## src/rtl/reg_file_sb.sv

```systemverilog
// Integer register file with write-through bypass, per-register busy scoreboard
// and a post-reset clear sweep that zeroes one register per cycle.

module reg_file_sb_entry #(
    parameter int XLEN      = 32,
    parameter int IDX       = 0,
    parameter bit HARD_ZERO = 1'b1
) (
    input  logic            clk,
    input  logic            reset,
    input  logic            clr,
    input  logic            wr,
    input  logic [XLEN-1:0] wdata,
    input  logic            set_busy,
    input  logic            clr_busy,
    output logic [XLEN-1:0] q,
    output logic            busy
);
    generate
        if (HARD_ZERO && IDX == 0) begin : g_zero
            // Hardwired zero register: no storage, never pending.
            logic unused_in;
            assign unused_in = ^{clk, reset, clr, wr, wdata, set_busy, clr_busy};
            assign q    = '0;
            assign busy = 1'b0;
        end else begin : g_reg
            logic [XLEN-1:0] data_q;
            logic            busy_q;

            always_ff @(posedge clk) begin
                if (clr)
                    data_q <= '0;
                else if (wr)
                    data_q <= wdata;
            end

            // Issue is applied after the write clear so a same-cycle reissue stays pending.
            always_ff @(posedge clk) begin
                if (reset)
                    busy_q <= 1'b0;
                else if (set_busy)
                    busy_q <= 1'b1;
                else if (clr_busy)
                    busy_q <= 1'b0;
            end

            assign q    = data_q;
            assign busy = busy_q;
        end
    endgenerate
endmodule

module reg_file_sb #(
    parameter int XLEN      = 32,
    parameter int NREG      = 32,
    parameter bit HARD_ZERO = 1'b1,
    localparam int AW       = $clog2(NREG)
) (
    input  logic            clk,
    input  logic            reset,
    output logic            ready,
    input  logic            we,
    input  logic [AW-1:0]   waddr,
    input  logic [XLEN-1:0] wdata,
    input  logic            issue_valid,
    input  logic [AW-1:0]   issue_rd,
    input  logic [AW-1:0]   raddr1,
    input  logic [AW-1:0]   raddr2,
    output logic [XLEN-1:0] rdata1,
    output logic [XLEN-1:0] rdata2,
    output logic            busy1,
    output logic            busy2
);
    typedef enum logic {CLEAR, RUN} state_t;

    state_t                     state;
    logic [AW-1:0]              idx;
    logic                       run;
    logic                       wr_ok;
    logic [NREG-1:0][XLEN-1:0]  regs;
    logic [NREG-1:0]            busy_v;

    always_ff @(posedge clk) begin
        if (reset) begin
            state <= CLEAR;
            idx   <= '0;
            ready <= 1'b0;
        end else begin
            case (state)
                CLEAR: begin
                    idx <= idx + 1'b1;
                    if (idx == AW'(NREG - 1)) begin
                        state <= RUN;
                        ready <= 1'b1;
                    end
                end
                default: begin
                    state <= RUN;
                    ready <= 1'b1;
                end
            endcase
        end
    end

    assign run   = (state == RUN);
    assign wr_ok = run && we && !(HARD_ZERO && waddr == '0);

    for (genvar i = 0; i < NREG; i++) begin : g_ent
        reg_file_sb_entry #(
            .XLEN      (XLEN),
            .IDX       (i),
            .HARD_ZERO (HARD_ZERO)
        ) u_ent (
            .clk      (clk),
            .reset    (reset),
            .clr      (state == CLEAR && idx == AW'(i)),
            .wr       (wr_ok && waddr == AW'(i)),
            .wdata    (wdata),
            .set_busy (run && issue_valid && issue_rd == AW'(i)),
            .clr_busy (wr_ok && waddr == AW'(i)),
            .q        (regs[i]),
            .busy     (busy_v[i])
        );
    end

    always_comb begin
        rdata1 = '0;
        if (run && !(HARD_ZERO && raddr1 == '0))
            rdata1 = (wr_ok && waddr == raddr1) ? wdata : regs[raddr1];
    end

    always_comb begin
        rdata2 = '0;
        if (run && !(HARD_ZERO && raddr2 == '0))
            rdata2 = (wr_ok && waddr == raddr2) ? wdata : regs[raddr2];
    end

    // A same-cycle writeback satisfies the reader, so it is not reported busy.
    assign busy1 = run && busy_v[raddr1] && !(we && waddr == raddr1);
    assign busy2 = run && busy_v[raddr2] && !(we && waddr == raddr2);
endmodule

```

## config.mk

```make
export PLATFORM = sky130hd
export DESIGN_NAME = reg_file_sb
export DESIGN_NICKNAME = d
export VERILOG_FILES = /design/src/rtl/reg_file_sb.sv
export SDC_FILE = /design/constraint.sdc
export NUM_CORES = 2
export LEC_CHECK = 0
export BUFFER_PORTS_ARGS = -buffer_cell sky130_fd_sc_hd__buf_2
export CAP_MARGIN = 10
export CORE_ASPECT_RATIO = 0.75
export CORE_MARGIN = 8
export CORE_UTILIZATION = 45
export DETAILED_ROUTE_END_ITERATION = 6
export HOLD_SLACK_MARGIN = 0.02
export PLACE_DENSITY_LB_ADDON = 0.05
export REMOVE_ABC_BUFFERS = 1
export SYNTH_ARGS = -nofsm -noshare
export SYNTH_HDL_FRONTEND = slang
export SYNTH_SLANG_ARGS = --single-unit
```

## constraint.sdc

```tcl
create_clock -name clk -period 5.5 [get_ports clk]
set_input_delay 0.825 -clock clk [delete_from_list [all_inputs] [get_ports clk]]
set_output_delay 0.825 -clock clk [all_outputs]
set_load 0.05 [all_outputs]
```

==> results.ini <==
[clock_tree]
cts-htree-levels = 3
post-cts-setup-buffer-count = 0
cts_hold_buf = 0
cts_buffers = 108
cts_tree = yes
cts.sinks = 1030
cts-root-buf = clkbuf_16
ctsResizeCount = 0
clock_path_buffers = 3
clkLatencyLatePin_ns = 0.73
clk_transition_reported_paths_ns = 0.06

[logic_synthesis]
synth_commonest_cells = nand2_1, a21oi_1, dfxtp_1
yosys.area.top_type = dfxtp_1
ys_seq_elements = 1030
yosysUniqueCellTypes = 59
yosysMostFrequentCell = nand2_1
async_reset_ff_frac = 0
netlist_instances = 6106
ys_warn_count = 0
syn_area_mm2 = 0.0530
ys_seq_area_frac = 0.389
avgSynthCellArea_um2 = 8.68
synthFlopType = dfxtp_1
netlist_top_cells_area = dfxtp_1, mux4_2, nand2_1, a21oi_1, clkbuf_1
synth_edf_count = 0
yosys.area.top_type_share = 0.389

[outcome]
outcome = finished clean

[floorplanning]
coreArea_mm2 = 0.117
die_area_mm2 = 0.129
rows = 109
ioPinCount = 123
start_util = 0.452
die_h_um = 313
fp.dieW_um = 412

[critical_path]
endpoint_kind = output port
worstSetupPathType = primary input to output port
required_ns = 4.68
path_max_fanout = 32
cp.arrival_ns = 3.99
startpoint_type = primary input
r2r_slack_ns = 2.28
r2r_end = g_ent[29].u_ent.q[29]$_SDFFE_PP0P_
rr_worst_depth = 7
startpoint = raddr2[4]
r2r_start = run$_SDFF_PP0_

[pwr]
switchingPower_mw = 4.17
power_density_mw_per_mm2 = 280
intPower_mw = 12.2
pwr-share-seq = 0.460
clkPwrFrac = 0.467
comb_power_share = 0.073
worst_ir_drop_vdd_mv = 0.260
power.total_mw = 16.4
p_sw_frac = 0.254
p_leak_nw = 19.9

[drt]
drt_iter0_drc = 7038
vias = 49200
ant_nets = 0
via_per_inst = 6.55
drt_pass1_iterations = 5
routedWlPerCell_um = 32.6
routed_wl_mm = 245
route.detailed.drc = 0

[hold_path]
hold_path_depth = 3
holdCritPathClass = primary input to flip-flop
hold_end = g_ent[22].u_ent.q[28]$_SDFFE_PP0P_
worstHoldStart = wdata[28]

[placement]
gp_congestion = 0.944
dp_slack_ns = 0.874
dpl_cell_area_mm2 = 0.0549
place.port_buffers = 122
place_hpwl_mm = 152

[cells_and_area]
post-route-cell-area_mm2 = 0.0585
drive_above_1_share = 0.183
nets = 5937
fillers = 11100
area_growth_pct = 10.5

[grt]
grt_first_pass_wirelength_mm = 344
gr-total-overflow = 0
grt.total_usage = 0.366
grt_pass1_vias = 45800
grt_max_degree = 63
antenna_found_initial = 9

[timing]
slew_headroom = 0.0781
tightest_slew_ns = 1.38
drv_slew = 0
fmax_ghz = 0.208
fin_crit_sh = 0.875
finalWorstSetupSlack_ns = 0.689
grt_setup_unrepaired = no
tns_ns = 0
period_needed_ns = 4.81
skew_ns = 0.0257
hold_viol = 0
setup_viol = 0
whs_ns = 0.402

[job]
drv_cap = 0

==> power groups by stage <==
| stage | sequential (mW) | clock, mW | combinational, mW |
|---|---|---|---|
| 3_3_place_gp | 7.72 | 0 | 1.16 |
| 6_report | 7.55 | 7.66 | 1.20 |
| 2_1_floorplan | 7.71 | 0 | 0.422 |
| 5_1_grt | 7.56 | 7.99 | 1.22 |
| 3_5_place_dp | 7.72 | 0 | 1.16 |
| 4_1_cts | 7.55 | 7.69 | 1.17 |
==> worst max-delay path, stage by stage <==
cell	delay, ns
buf_2	0.63
nor2b_1	0.36
nand2_2	0.64
o22ai_1	0.72
a31oi_1	0.10
a32o_1	0.41
buf_2	0.27
==> cell usage in the layout (no fill, tap or decap), drive strengths merged, types with 3 or more instances in the layout <==
master	instances
nand2	2106
a21oi	1035
dfxtp	1030
mux4	460
buf	309
clkbuf	170
nor2	156
a22oi	83
mux2i	82
o22ai	53
a32o	53
mux2	49
a221oi	48
nor2b	40
nor3	35
nand2b	24
nand3	22
a31oi	18
and2	17
o21ai	16
a2111oi	15
clkinv	15
nor4	13
o311ai	12
xnor2	11
a22o	11
o2111ai	11
diode	8
a32oi	8
and3	8
bufinv	7
or2	7
ha	6
inv	6
or3	4
o31ai	3
==> kinds of logic after synthesis <==
logic type	Yosys count	share of synthesized area
mux	591	0.221
xor+xnor	13	0.00215
simple gates	2436	0.181
fa+ha+maj	6	0.00142
flops	1030	0.389
compound gates	1373	0.149
buf+inv	657	0.0565
==> area by class of cell <==
cell class,instances,area [um2],area share
Tap cell,1554,1940,0.0332
Inverter,5,18.8,0.000321
Clock inverter,25,343,0.00586
Clock buffer,168,3240,0.0554
Multi-Input combinational cell,4419,29800,0.510
Antenna cell,8,20.0,0.000342
Sequential cell,1030,20600,0.352
Timing Repair Buffer,311,2520,0.0430
==> flip-flops by register name (all words and copies together), names as in the netlist <==
signal and count:
ready 1, g_ent.u_ent.busy 31, run 1, idx 5, g_ent.u_ent.q 992
==> worst max-delay path by stage <==
stage / endpoint / cells past startpoint
final: rdata2[15] / 7
after global routing: rdata2[15] / 7
after CTS: rdata2[15] / 7
after detailed placement: rdata2[15] / 7
after global placement: rdata2[15] / 7
after floorplan: rdata1[29] / 5
==> through the flow <==
| stage | std cells | util |
|---|---|---|
| after floorplan | 5454 | - |
| final | 7520 | 0.499 |
| after global routing | 7513 | 0.499 |
| after global placement | 7318 | 0.468 |
| after detailed placement | 7318 | 0.468 |
| after CTS | 7511 | 0.499 |
==> metal layers <==
layer  vias to the layer above  wire length [um]  track usage
met1                     24100             95900        0.506
li1                      20900                 -            -
met4                         4             15000        0.186
met2                      3525            102000        0.525
met5                         -                23            0
met3                       678             32200       0.0987
(Power assumes the default switching activity.)
